==> src/rtl/arcade_input_map.sv <==
// arcade_input_map: table-driven joystick to game-port mapper with
// downloadable shadow/active tables, pulse, toggle and invert modes.
module arcade_input_map #(
  parameter int NJOY      = 2,
  parameter int JW        = 16,
  parameter int NPORT     = 4,
  parameter int PULSE_LEN = 16,
  parameter int CFG_INDEX = 1
) (
  input  logic                 clk_sys,
  input  logic                 reset_n,
  input  logic [NJOY*JW-1:0]   joy,
  input  logic                 ioctl_download,
  input  logic [7:0]           ioctl_index,
  input  logic                 ioctl_wr,
  input  logic [26:0]          ioctl_addr,
  input  logic [7:0]           ioctl_dout,
  output logic [NPORT*8-1:0]   port_out,
  output logic                 cfg_valid,
  output logic                 cfg_err
);

  localparam int NJ = NJOY * JW;
  localparam int NO = NPORT * 8;
  localparam int NT = NPORT * 9;
  localparam int AW = $clog2(NT);
  localparam int CW = $clog2(PULSE_LEN + 1);

  typedef logic [CW-1:0] cnt_t;

  logic [NJ-1:0] joy_q;
  logic [NJ-1:0] hist_q;
  logic          dl_q;
  logic          valid_q;
  logic          err_q;
  logic [7:0]    sh_q  [NT];
  logic [7:0]    act_q [NT];
  logic [7:0]    act_d [NT];
  cnt_t          cnt_q [NO];
  cnt_t          cnt_d [NO];
  logic [NO-1:0] tog_q;
  logic [NO-1:0] tog_d;
  logic [NO-1:0] map_d;
  logic [NO-1:0] out_q;
  logic [NO-1:0] out_d;

  logic cfg_idx;
  logic dl_rise;
  logic commit;
  logic wr_hit;
  logic in_range;
  logic [63:0] joy_x;
  logic [63:0] hist_x;

  assign cfg_idx  = ioctl_index == 8'(CFG_INDEX);
  assign dl_rise  = cfg_idx & ioctl_download & ~dl_q;
  assign commit   = cfg_idx & dl_q & ~ioctl_download;
  assign wr_hit   = cfg_idx & ioctl_download & ioctl_wr & ~commit;
  assign in_range = ioctl_addr < 27'(NT);

  // Sources beyond the joystick width land in zero padding.
  assign joy_x  = 64'(joy_q);
  assign hist_x = 64'(hist_q);

  always_comb begin
    for (int i = 0; i < NT; i++) begin
      act_d[i] = commit ? sh_q[i] : act_q[i];
    end
    map_d = '0;
    tog_d = '0;
    for (int i = 0; i < NO; i++) begin
      logic [1:0] mode;
      logic [5:0] src;
      logic       jb;
      logic       rise;
      mode     = act_d[i][7:6];
      src      = act_d[i][5:0];
      jb       = joy_x[src];
      rise     = jb & ~hist_x[src] & ~commit;
      cnt_d[i] = '0;
      tog_d[i] = 1'b0;
      if (!commit) begin
        if (cnt_q[i] != '0) begin
          cnt_d[i] = cnt_q[i] - cnt_t'(1);
        end else if (mode == 2'b01 && rise) begin
          cnt_d[i] = cnt_t'(PULSE_LEN);
        end
        tog_d[i] = tog_q[i] ^ (mode == 2'b10 && rise);
      end
      unique case (mode)
        2'b00: map_d[i] = jb;
        2'b01: map_d[i] = cnt_d[i] != '0;
        2'b10: map_d[i] = tog_d[i];
        2'b11: map_d[i] = src[0];
      endcase
    end
    out_d = '0;
    for (int p = 0; p < NPORT; p++) begin
      for (int k = 0; k < 8; k++) begin
        out_d[p*8+k] = map_d[p*8+k] ^ act_d[NO+p][k];
      end
    end
  end

  always_ff @(posedge clk_sys or negedge reset_n) begin
    if (!reset_n) begin
      joy_q   <= '0;
      hist_q  <= '0;
      dl_q    <= 1'b0;
      valid_q <= 1'b0;
      err_q   <= 1'b0;
      tog_q   <= '0;
      out_q   <= '0;
      for (int i = 0; i < NT; i++) begin
        sh_q[i]  <= (i < NO) ? 8'hC0 : 8'h00;
        act_q[i] <= (i < NO) ? 8'hC0 : 8'h00;
      end
      for (int i = 0; i < NO; i++) begin
        cnt_q[i] <= '0;
      end
    end else begin
      joy_q  <= joy;
      hist_q <= joy_q;
      dl_q   <= ioctl_download;
      tog_q  <= tog_d;
      out_q  <= out_d;
      for (int i = 0; i < NT; i++) begin
        act_q[i] <= act_d[i];
      end
      for (int i = 0; i < NO; i++) begin
        cnt_q[i] <= cnt_d[i];
      end
      if (commit) begin
        valid_q <= 1'b1;
      end
      if (dl_rise) begin
        err_q <= 1'b0;
      end
      if (wr_hit) begin
        if (in_range) begin
          sh_q[ioctl_addr[AW-1:0]] <= ioctl_dout;
        end else begin
          err_q <= 1'b1;
        end
      end
    end
  end

  assign port_out  = out_q;
  assign cfg_valid = valid_q;
  assign cfg_err   = err_q;

endmodule

==> config.mk <==
export PLATFORM = sky130hd
export DESIGN_NAME = arcade_input_map
export DESIGN_NICKNAME = d
export VERILOG_FILES = /design/src/rtl/arcade_input_map.sv
export SDC_FILE = /design/constraint.sdc
export NUM_CORES = 2
export LEC_CHECK = 0
export CORE_AREA = 2 2 411 413
export DETAILED_ROUTE_END_ITERATION = 10
export DIE_AREA = 0 0 413 415
export MAX_ROUTING_LAYER = met4
export SETUP_SLACK_MARGIN = 0.4
export SYNTH_ARGS = -nofsm -noshare
export SYNTH_HDL_FRONTEND = slang
export SYNTH_SLANG_ARGS = --single-unit
==> constraint.sdc <==
create_clock -name clk_sys -period 7.27 [get_ports clk_sys]
set_input_delay 1.0905 -clock clk_sys [delete_from_list [all_inputs] [get_ports clk_sys]]
set_output_delay 1.0905 -clock clk_sys [all_outputs]
set_load 0.01 [all_outputs]
==> flow_metrics.tcl <==
set metrics [dict create \
    outcome "finished, final reports clean" \
    cts_tree "yes" \
    r2r_start "dl_q" \
    yosys_warnings 0 \
    globalplace.congestion 0.9901 \
    synthesis.nets 6739 \
    wirelength_um 283900 \
    fmax_mhz 178.5 \
    synth_top_area_share 0.2786 \
    drtIter0Drc 9524 \
    clock_skew_ns 0.05598 \
    yosysTopAreaCell "dfrtp_1" \
    leakage_uw 0.02987 \
    cts_root_buffer "clkbuf_16" \
    place_hpwl_um 168500 \
    startpoint_type "primary input" \
    die_x_um 413 \
    cts_buffer_depth 3 \
    overflow 0 \
    hold_path.class "in2async" \
    grt_start_max_net_pins 147 \
    crit_path_end "port_out[5]" \
    firstDrtPassIters 6 \
    fin_nets 6449 \
    fin_total_pwr_uw 14500 \
    crit_type "in2reg" \
    cts.sinks 867 \
    core_um2 166700 \
    ys.flop_type "dfrtp_1" \
    syn-instance-count 6616 \
    critPathLaunch "ioctl_index[1]" \
    crit_fanout 108 \
    post-route-period-util 0.7704 \
    die_y_um 415 \
    holdBufCountCts 0 \
    regToRegSetupSlack_ns 2.52 \
    via_per_inst 6.953 \
    reg2reg_depth 12 \
    drc 0 \
    relSlewSlack 0.1012 \
    cts-resized-gates 0 \
    detailroute.via_count 60140 \
    tns_ns 0 \
    async_flop_share 1.000 \
    rows 150 \
    setup_viol 0 \
    cts_buffers 107 \
    io_pins 113 \
    maxCapViolations 0 \
    dpl_cell_area_um2 69100 \
    fin_hold_ws_ns 0.3341 \
    track_usage 0.3337 \
    grt_antenna_before_repair 32 \
    ant_nets 0 \
    yosysUniqueCellTypes 110 \
    hold_violations 0 \
    die-area_um2 171400 \
    synth-seq-area-share 0.3292 \
    postSynthAreaPerCell_um2 10.03 \
    grt_pass1_vias 58000 \
    pwr_density_cell_nw_per_um2 198.6 \
    io_buffer_count 112 \
    drive_gt1_frac 0.2363 \
    cp-end-kind "flip-flop" \
    routedWlPerCell_um 32.82 \
    dp_cells 8421 \
    syn_area_um2 66390 \
    htreeDepth 3 \
    drv_slew 0 \
    area_growth_pct 9.977 \
    clock_latency_ns 0.79 \
    crit_arrival_ns 6.24 \
    rsz0062_at_grt "no" \
    grt_pass1_wl_um 409800 \
    r2r-end "port_out[26]" \
    synth-seq-cells 867 \
    stdcell_count 8650 \
    cts_setup_buffers 0 \
    peakVddDrop_uv 174.2 \
    yosys-top-cells-area "dfrtp_1 28%, mux4_2 18%, mux2i_1 6.0%, mux2_2 5.5%, dfstp_2 5.1%" \
    worst-endpoint-required_ns 7.91 \
    clkTransAtPathRegs_ns 0.06 \
    min_period_ns 5.601 \
    synth-edff-count 0 \
    worst_slew_pin_slew_ns 1.348 \
    start_util 0.3983 \
    final_area_um2 73010 \
]
==> power breakdown <==
part           internal (uW)  switching [uW]  total (uW)  leakage [uW]
logic                   1130            1800        2930        0.0169
registers               5230             399        5630        0.0111
clock network           3530            2400        5930       0.00185
total                   9890            4600       14500        0.0299
==> metrics by stage <==
step,setup WS [ns],utilization
after floorplan,2.636,-
after global placement,1.093,0.4146
after detailed placement,1.018,0.4146
after CTS,1.812,0.4377
after global routing,1.453,0.4380
final,1.669,0.4381
==> placed cells by master (no fill, tap or decap), types with 27 or more instances in the layout <==
cell,n
nand2_1,772
clkbuf_1,27
o21ai_0,178
nand2b_1,71
nor4_1,42
a311oi_1,51
clkdlybuf4s50_1,103
and3_1,48
ha_1,44
xor2_1,51
nand3_1,208
dfrtp_1,702
xnor2_1,88
mux2_2,323
a32oi_1,35
a2111oi_0,45
and2_1,70
mux2i_1,392
inv_1,284
nor2b_1,39
o31ai_1,55
nand4_1,80
dfstp_2,128
nand3b_1,39
nor2_1,365
nor3_1,153
a211oi_1,89
o2111ai_1,59
a31oi_1,92
mux4_2,540
clkbuf_16,108
buf_4,189
o211ai_1,121
a21oi_1,215
dfrtp_2,37
==> layer usage <==
metal  track usage  up-vias  routed length [um]
met5             -        -                   0
met4        0.1981        0               20240
met3        0.1162     1267               39360
met2        0.4588     4672              118200
met1        0.4203    29930              106100
li1              -    24280                   -
==> cell families after synthesis <==
family                     count (synthesis)  share of synthesized area
AOI/OAI and AO/OA                       1207                     0.1300
xor gates and xnor gates                 139                    0.01834
adders and majority gates                 44                   0.008293
buffers and inverters                   1035                    0.06442
DFF                                      867                     0.3292
muxes                                   1261                     0.2983
and+or+nand+nor                         2063                     0.1515
==> sequential cells by signal, indices dropped and copies added (netlist names), 32 cells and up <==
name and cells:
act_q 288, cnt_q 160, port_out 32, hist_q 32, tog_q 32, joy_q 32, sh_q 288
==> area by class of cell <==
class                           instances  area (um^2)
Timing Repair Buffer                  316         2925
Clock buffer                          152         3038
Sequential cell                       867        21900
Inverter                              320         1201
Multi-Input combinational cell       4714        40310
Fill cell                           15600        93650
Clock inverter                         52        810.8
Tap cell                             2204         2758
Antenna cell                           25        62.56
==> how the worst min path moves through the flow <==
stage,start,end,slack (ns),cells past startpoint
after floorplan,joy_q[11],hist_q[11],0.38,0
after global placement,cnt_q[25],cnt_q[25],0.44,1
after detailed placement,cnt_q[25],cnt_q[25],0.44,1
after CTS,reset_n,cnt_q[15],0.33,1
after global routing,reset_n,act_q[5],0.36,1
final,reset_n,cnt_q[15],0.33,1
==> synthesized netlist by cell type (70+ instances only) <==
cell type and count:
nand2_1 772, dfrtp_1 739, mux4_2 540, clkbuf_1 507
mux2i_1 395, nor2_1 365, mux2_2 323, inv_1 284
a21oi_1 215, nand3_1 209, o21ai_0 178, nor3_1 154
dfstp_2 128, o211ai_1 121, a31oi_1 92, a211oi_1 89
xnor2_1 88, buf_2 83, nand4_1 80, buf_1 79
nand2b_1 72, and2_1 70
==> worst max-delay path, cell delays in order <==
cell and delay, ns:
clkdlybuf4s50_1 0.46, or4b_4 0.81, nor3_4 0.30, buf_12 0.20
buf_4 0.26, buf_12 0.41, mux2i_1 0.93, mux4_2 0.36
nand2_1 0.06, a31oi_1 0.19, o21ai_0 0.15, nor3_1 0.45
nand3_1 0.13, o211a_1 0.18, xor2_1 0.14
No activity file was read; power rests on OpenSTA's default activity.
